<file path="config.mk">
export PLATFORM = sky130hd
export DESIGN_NAME = cache_arbiter_flat
export DESIGN_NICKNAME = d
export VERILOG_FILES = /design/src/rtl/rv32i_types.sv /design/src/rtl/cache_arbiter_if.sv /design/src/rtl/cache_arbiter.sv /design/src/flat_wrapper.sv
export SDC_FILE = /design/constraint.sdc
export NUM_CORES = 1
export LEC_CHECK = 0
export ABC_AREA = 0
export BUFFER_PORTS_ARGS = -buffer_cell sky130_fd_sc_hd__buf_2
export CAP_MARGIN = 10
export CORE_AREA = 3 3 540 542
export DETAILED_ROUTE_END_ITERATION = 10
export DIE_AREA = 0 0 543 545
export HOLD_SLACK_MARGIN = 0.02
export PLACE_DENSITY = 0.32
export SETUP_SLACK_MARGIN = 0.02
export SLEW_MARGIN = 20
export SYNTH_ARGS = -nofsm -noshare
export SYNTH_HDL_FRONTEND = slang
export SYNTH_SLANG_ARGS = --single-unit
</file>
<file path="constraint.sdc">
create_clock -name clk -period 2.1 [get_ports clk]
set_input_delay 0.21 -clock clk [delete_from_list [all_inputs] [get_ports clk]]
set_output_delay 0.21 -clock clk [all_outputs]
set_load 0.02 [all_outputs]
</file>
<file path="src/rtl/rv32i_types.sv">
// Shared types for the memory-side blocks: the line width and the
// state and grant encodings of the cache arbiter.
package rv32i_types;

  localparam int LINE_WIDTH = 256;

  typedef enum logic [1:0] {
    ARB_IDLE,
    ARB_SERVE_I,
    ARB_SERVE_D
  } arb_state_t;

  typedef enum logic {
    GRANT_I,
    GRANT_D
  } grant_t;

endpackage

</file>
<file path="src/rtl/cache_arbiter_if.sv">
// Bundle of the I-cache, D-cache and physical memory ports seen by the arbiter.
// The master modport is the arbiter's view; slave is the surrounding system's view.
interface cache_arbiter_if;
  import rv32i_types::*;

  logic                  icache_pmem_read;
  logic [31:0]           icache_pmem_address;
  logic [LINE_WIDTH-1:0] icache_pmem_rdata;
  logic                  icache_pmem_resp;

  logic                  dcache_pmem_read;
  logic                  dcache_pmem_write;
  logic [31:0]           dcache_pmem_address;
  logic [LINE_WIDTH-1:0] dcache_pmem_wdata;
  logic [LINE_WIDTH-1:0] dcache_pmem_rdata;
  logic                  dcache_pmem_resp;

  logic                  mem_read;
  logic                  mem_write;
  logic [31:0]           mem_address;
  logic [LINE_WIDTH-1:0] mem_wdata;
  logic [LINE_WIDTH-1:0] mem_rdata;
  logic                  mem_resp;

  modport master (
    input  icache_pmem_read, icache_pmem_address,
    output icache_pmem_rdata, icache_pmem_resp,
    input  dcache_pmem_read, dcache_pmem_write, dcache_pmem_address, dcache_pmem_wdata,
    output dcache_pmem_rdata, dcache_pmem_resp,
    output mem_read, mem_write, mem_address, mem_wdata,
    input  mem_rdata, mem_resp
  );

  modport slave (
    output icache_pmem_read, icache_pmem_address,
    input  icache_pmem_rdata, icache_pmem_resp,
    output dcache_pmem_read, dcache_pmem_write, dcache_pmem_address, dcache_pmem_wdata,
    input  dcache_pmem_rdata, dcache_pmem_resp,
    input  mem_read, mem_write, mem_address, mem_wdata,
    output mem_rdata, mem_resp
  );

endinterface

</file>
<file path="src/rtl/cache_arbiter.sv">
// Arbitrates I-cache fills and D-cache fills/writebacks onto one memory port.
// Ties go to the D-cache unless ARB_ROUND_ROBIN_EN is defined, which alternates them.
module cache_arbiter
  import rv32i_types::*;
(
  input logic      clk,
  input logic      rst,
  cache_arbiter_if.master bus
);

  arb_state_t            state;
  arb_state_t            state_next;
  logic [31:0]           addr_q;
  logic [LINE_WIDTH-1:0] wdata_q;
  logic                  write_q;
  logic                  i_req;
  logic                  d_req;
  logic                  grant_now;
  grant_t                grant;
  grant_t                tie_grant;

  assign i_req     = bus.icache_pmem_read;
  assign d_req     = bus.dcache_pmem_read | bus.dcache_pmem_write;
  assign grant_now = (state == ARB_IDLE) && (i_req || d_req);

`ifdef ARB_ROUND_ROBIN_EN
  grant_t last_grant;

  always_ff @(posedge clk) begin
    if (rst) begin
      last_grant <= GRANT_I;
    end else if (grant_now) begin
      last_grant <= grant;
    end
  end

  assign tie_grant = (last_grant == GRANT_I) ? GRANT_D : GRANT_I;
`else
  assign tie_grant = GRANT_D;
`endif

  always_ff @(posedge clk) begin
    if (rst) begin
      state <= ARB_IDLE;
    end else begin
      state <= state_next;
    end
  end

  // The transaction is frozen at grant so requesters may change inputs mid-serve.
  always_ff @(posedge clk) begin
    if (rst) begin
      addr_q  <= '0;
      wdata_q <= '0;
      write_q <= 1'b0;
    end else if (grant_now) begin
      if (grant == GRANT_D) begin
        addr_q  <= bus.dcache_pmem_address;
        write_q <= bus.dcache_pmem_write;
        if (bus.dcache_pmem_write) begin
          wdata_q <= bus.dcache_pmem_wdata;
        end
      end else begin
        addr_q  <= bus.icache_pmem_address;
        write_q <= 1'b0;
      end
    end
  end

  always_comb begin
    state_next           = state;
    grant                = GRANT_I;
    bus.mem_read         = 1'b0;
    bus.mem_write        = 1'b0;
    bus.icache_pmem_resp = 1'b0;
    bus.dcache_pmem_resp = 1'b0;

    if (d_req && (!i_req || tie_grant == GRANT_D)) begin
      grant = GRANT_D;
    end

    case (state)
      ARB_IDLE: begin
        if (i_req || d_req) begin
          state_next = (grant == GRANT_D) ? ARB_SERVE_D : ARB_SERVE_I;
        end
      end
      ARB_SERVE_I: begin
        bus.mem_read         = 1'b1;
        bus.icache_pmem_resp = bus.mem_resp && !rst;
        if (bus.mem_resp) begin
          state_next = ARB_IDLE;
        end
      end
      ARB_SERVE_D: begin
        bus.mem_read         = !write_q;
        bus.mem_write        = write_q;
        bus.dcache_pmem_resp = bus.mem_resp && !rst;
        if (bus.mem_resp) begin
          state_next = ARB_IDLE;
        end
      end
      default: begin
        state_next = ARB_IDLE;
      end
    endcase
  end

  assign bus.mem_address       = addr_q;
  assign bus.mem_wdata         = wdata_q;
  assign bus.icache_pmem_rdata = bus.mem_rdata;
  assign bus.dcache_pmem_rdata = bus.mem_rdata;

endmodule
</file>
<file path="src/flat_wrapper.sv">
// flat-port wrapper written by rule: the top's interface ports become plain ports
module cache_arbiter_flat import rv32i_types::*;
  (clk, rst, bus_icache_pmem_read, bus_icache_pmem_address, bus_icache_pmem_rdata, bus_icache_pmem_resp, bus_dcache_pmem_read, bus_dcache_pmem_write, bus_dcache_pmem_address, bus_dcache_pmem_wdata, bus_dcache_pmem_rdata, bus_dcache_pmem_resp, bus_mem_read, bus_mem_write, bus_mem_address, bus_mem_wdata, bus_mem_rdata, bus_mem_resp);
  cache_arbiter_if bus_i ();
  input logic clk;
  input logic rst;
  input wire logic [$bits(bus_i.icache_pmem_read)-1:0] bus_icache_pmem_read;
  input wire logic [$bits(bus_i.icache_pmem_address)-1:0] bus_icache_pmem_address;
  output wire logic [$bits(bus_i.icache_pmem_rdata)-1:0] bus_icache_pmem_rdata;
  output wire logic [$bits(bus_i.icache_pmem_resp)-1:0] bus_icache_pmem_resp;
  input wire logic [$bits(bus_i.dcache_pmem_read)-1:0] bus_dcache_pmem_read;
  input wire logic [$bits(bus_i.dcache_pmem_write)-1:0] bus_dcache_pmem_write;
  input wire logic [$bits(bus_i.dcache_pmem_address)-1:0] bus_dcache_pmem_address;
  input wire logic [$bits(bus_i.dcache_pmem_wdata)-1:0] bus_dcache_pmem_wdata;
  output wire logic [$bits(bus_i.dcache_pmem_rdata)-1:0] bus_dcache_pmem_rdata;
  output wire logic [$bits(bus_i.dcache_pmem_resp)-1:0] bus_dcache_pmem_resp;
  output wire logic [$bits(bus_i.mem_read)-1:0] bus_mem_read;
  output wire logic [$bits(bus_i.mem_write)-1:0] bus_mem_write;
  output wire logic [$bits(bus_i.mem_address)-1:0] bus_mem_address;
  output wire logic [$bits(bus_i.mem_wdata)-1:0] bus_mem_wdata;
  input wire logic [$bits(bus_i.mem_rdata)-1:0] bus_mem_rdata;
  input wire logic [$bits(bus_i.mem_resp)-1:0] bus_mem_resp;
  assign bus_i.icache_pmem_read = bus_icache_pmem_read;
  assign bus_i.icache_pmem_address = bus_icache_pmem_address;
  assign bus_icache_pmem_rdata = bus_i.icache_pmem_rdata;
  assign bus_icache_pmem_resp = bus_i.icache_pmem_resp;
  assign bus_i.dcache_pmem_read = bus_dcache_pmem_read;
  assign bus_i.dcache_pmem_write = bus_dcache_pmem_write;
  assign bus_i.dcache_pmem_address = bus_dcache_pmem_address;
  assign bus_i.dcache_pmem_wdata = bus_dcache_pmem_wdata;
  assign bus_dcache_pmem_rdata = bus_i.dcache_pmem_rdata;
  assign bus_dcache_pmem_resp = bus_i.dcache_pmem_resp;
  assign bus_mem_read = bus_i.mem_read;
  assign bus_mem_write = bus_i.mem_write;
  assign bus_mem_address = bus_i.mem_address;
  assign bus_mem_wdata = bus_i.mem_wdata;
  assign bus_i.mem_rdata = bus_mem_rdata;
  assign bus_i.mem_resp = bus_mem_resp;
  cache_arbiter u_core (.clk(clk), .rst(rst), .bus(bus_i));
endmodule
</file>
==> implementation parameters <==
Parameter                              Value

Placed design
  Buffers on Ports    617
  GP Congestion    0.754
  Sum of net half-perimeters after detailed placement    130 mm

GRT
  Number of global-route vias before repair    14.1k
  Global-route wire length before repair    176 mm
  Pin count of the biggest net entering global routing    72
  Global-route congestion overflow total    0
  Initial antenna violation count    71
  Global-route usage over all layers    9.49%

Clock tree
  Clock sink total    291
  Maximum level of the CTS H-tree    2
  Clock tree root driver cell    sky130_fd_sc_hd__clkbuf_16
  CTS tree    done
  Insertion delay of the later-clocked pin in the worst-skew pair    0.67 ns
  Clock input transition at the sequential cells of the worst setup and hold paths    0.06 ns
  Clock buffers created by TritonCTS    48
  Maximum clock path buffer count    3

Floorplanning
  Die width    543 um
  Placeable Area    287000 um^2
  Die extent in y    545 um
  I/O Pins    1386
  Floorplan die area    296000 um^2
  Standard-cell rows    197
  Starting density of the core    5.05%

Hold path
  Worst hold-check path type    in -> reg

Route
  Number of remaining DRC errors    0
  Via count of the routed design    14.0k
  Average detailed-routed wire length per instance    24.4 um
  Number of nets with antenna violations after routing    0
  Pre-antenna DRT Iters    7
  Drt first-iter violations    694
  Detailed-route vias per instance    2.31
  Wire length reported by the detailed router    148 mm

Timing
  Fin crit period    2.00 ns
  Sum Neg Setup Slack    0 ns
  Remaining max-slew budget at the tightest pin    67.9%
  Worst setup skew after layout    0.0264 ns
  Number of hold-slack violations in the final timing report    0
  RSZ-0062 raised after global routing    false
  Final period util    95.0%
  Final Max Tran Viols    0
  Transition time at the pin with the least slew margin    0.477 ns
  Final setup fails    0
  Upper clock frequency limit    501 MHz

Synth
  Combinational family with the most area after synthesis    buffers and inverters
  Top cell types by occurrence after synthesis    544 x sky130_fd_sc_hd__nand2_1, 540 x sky130_fd_sc_hd__buf_4, 291 x sky130_fd_sc_hd__dfxtp_1
  Register bit total from synthesis    291
  Post-synthesis adder-cell area fraction    0.345%
  Area share of the largest cell type after synthesis    40.2%
  Mapped Nets    2418
  Yosys warning total    0
  Largest cells by area after synthesis    sky130_fd_sc_hd__dfxtp_1 40%, sky130_fd_sc_hd__buf_4 28%, sky130_fd_sc_hd__nand2_1 14%
  Count of mapped cells out of synthesis    1832
  Fraction of the mapped netlist area in compound gates    13.4%
  Post-synth top area cell    sky130_fd_sc_hd__dfxtp_1
  Most used flip-flop cell after synthesis    sky130_fd_sc_hd__dfxtp_1
  Share of synthesized area occupied by flip-flops and latches    40.2%
  Area share of xor/xnor cells in the synthesized design    0%
  Most common cell in the netlist    sky130_fd_sc_hd__nand2_1
  EDFF count, synth    0
  Multiplexer fraction of the synthesized cell area    0%
  Post-Synth Simple-Gate Area    15.5%
  Mapped Avg Cell Area    7.92 um^2
  Syn Std Cell Area    14500 um^2
  Number of distinct library cells after synthesis    24
  Post-synthesis async set-or-reset flop share    0%

Final layout
  Number of fill cells    33.8k
  Fraction of final layout cells sized beyond drive strength 1    34.4%
  Area growth from synthesis to final layout    61.7%
  Layout net count    2831
  Final core utilization    8.16%

Pwr
  Worst supply voltage drop on vdd    0.793 mV
  Pwr dens    849 nW/um^2
  Pleak    8.95 nW
  Total power consumption of the routed design    19.9 mW

Job
  Max-capacitance violation count    0

Worst setup path
  Critical path arrival    2.53 ns
  Data required time of the worst path    2.64 ns
  Number of buffer and inverter instances along the worst setup path    4
  Critical path class    reg -> reg
  Cell family contributing the most delay on the critical path    buffers and inverters
  Cell repeated most along the worst path    sky130_fd_sc_hd__buf_12
  CP max stage cell    sky130_fd_sc_hd__dlygate4sd3_1
  Biggest cell delay along the critical path    0.57 ns
  Worst-path maximum fanout    20
  Series of cell instances along the critical path    inv_2 -> ha_4 -> o31a_2 -> buf_12 -> buf_12 -> a311oi_2 -> dlygate4sd3_1
  Element type at the critical path end    register
  Element type at the critical path start    register

Run status
  Run status    complete, no violations
worst reg2reg max path: cells and delay by family, from the launching register on:
kind            cells  cell delay, ns
flops               1            0.36
buf+inv             4            1.07
compound gates      2            0.28
fa+ha+maj           1            0.15
worst paths after layout:
| check | slack (ns) | to | startpoint | cells after the start |
|---|---|---|---|---|
| worst max-delay path | 0.10 | u_core.bus.mem_address[12]$_SDFFE_PP0P_ | u_core.state[1]$_SDFFE_PP0P_ | 7 |
| worst max register to register | 0.10 | u_core.bus.mem_address[12]$_SDFFE_PP0P_ | u_core.state[1]$_SDFFE_PP0P_ | 7 |
| worst min-delay path | 0.10 | u_core.bus.mem_address[28]$_SDFFE_PP0P_ | bus_dcache_pmem_address[28] | 4 |
| worst min register to register | 0.45 | u_core.bus.mem_wdata[1]$_SDFFE_PP0P_ | u_core.bus.mem_wdata[1]$_SDFFE_PP0P_ | 2 |
state kept, by name, indices dropped and copies added, names as in the netlist:
signal and cells:
u_core.bus.mem_address 32, u_core.write_q 1, u_core.state 2, u_core.bus.mem_wdata 256
metal layers:
metal | wire (um) | share of wire (%) | vias to the layer above | GRT usage [%]
li1 | - | - | 6188 | -
met1 | 42600 | 29 | 6223 | 7.75
met2 | 60100 | 41 | 1143 | 13.8
met3 | 38600 | 26 | 462 | 11.4
met4 | 6820 | 4.6 | 4 | 3.65
met5 | 196 | 0.13 | - | 0.471
layout by cell type, fill, tap and decap left out, types with 2 or more instances in the layout:
cell type                       count
sky130_fd_sc_hd__buf_2            614
sky130_fd_sc_hd__nand2_1          544
sky130_fd_sc_hd__dlygate4sd3_1    322
sky130_fd_sc_hd__dfxtp_1          289
sky130_fd_sc_hd__a21oi_1          260
sky130_fd_sc_hd__clkbuf_16         51
sky130_fd_sc_hd__o21ai_0           33
sky130_fd_sc_hd__nor2_1            32
sky130_fd_sc_hd__a311oi_2          30
sky130_fd_sc_hd__buf_4             25
sky130_fd_sc_hd__buf_12            16
sky130_fd_sc_hd__clkbuf_8          11
sky130_fd_sc_hd__clkinvlp_4         7
sky130_fd_sc_hd__diode_2            6
sky130_fd_sc_hd__clkinv_2           6
sky130_fd_sc_hd__bufinv_16          4
sky130_fd_sc_hd__clkbuf_1           4
sky130_fd_sc_hd__inv_6              3
sky130_fd_sc_hd__and3b_1            2
sky130_fd_sc_hd__a311oi_1           2
sky130_fd_sc_hd__nand2b_1           2
sky130_fd_sc_hd__nor2b_1            2
sky130_fd_sc_hd__ha_4               2
sky130_fd_sc_hd__ha_1               2
sky130_fd_sc_hd__clkinv_4           2
sky130_fd_sc_hd__buf_8              2
through the flow:
step / instance area, um^2 / cells / hold slack, ns / worst slack [ns]
after CTS: 23400 / 6058 / 0.0475 / 0.0208
final: 23500 / 6070 / 0.104 / 0.105
after detailed placement: 18400 / 5648 / 0.420 / 0.262
after global placement: 18400 / 5648 / 0.420 / 0.292
after global routing: 23500 / 6065 / 0.0647 / 0.00962
after floorplan: 14500 / 1832 / 0.346 / 0.620
what timing repair did:
| item | CTS | global route |
|---|---|---|
| endpoints found under the setup margin | 2 | 5 |
| gates resized for setup | 10 | 6 |
| hold endpoints to repair | 291 | 0 |
| pin swaps | 0 | 2 |
| cloned | 0 | 1 |
| hold buffers | 322 | 0 |
| buffers inserted | 0 | 5 |
cell type report:
class | instances | area [um^2] | area share (%)
diodes | 6 | 15.0 | 0.0640
clock buffers | 65 | 1420 | 6.04
clock inverters | 23 | 263 | 1.12
inverters | 2 | 10.0 | 0.0427
multi-input cells | 920 | 4300 | 18.3
flip-flops and latches | 291 | 5830 | 24.8
well taps | 3781 | 4730 | 20.2
repair buffers | 982 | 6900 | 29.4
report_power, final:
group	total (mW)	switching (mW)	internal, mW
registers	6.33	0.291	6.04
clock network	8.76	3.54	5.22
logic	4.83	3.21	1.62
logic make-up after synthesis:
| logic type | count (synthesis) |
|---|---|
| adder cells (fa/ha/maj) | 4 |
| AND/OR/NAND/NOR | 589 |
| buffers and inverters | 621 |
| flip-flops | 291 |
| AO/OA/AOI/OAI | 327 |
No activity file was read; power rests on OpenSTA's default activity.
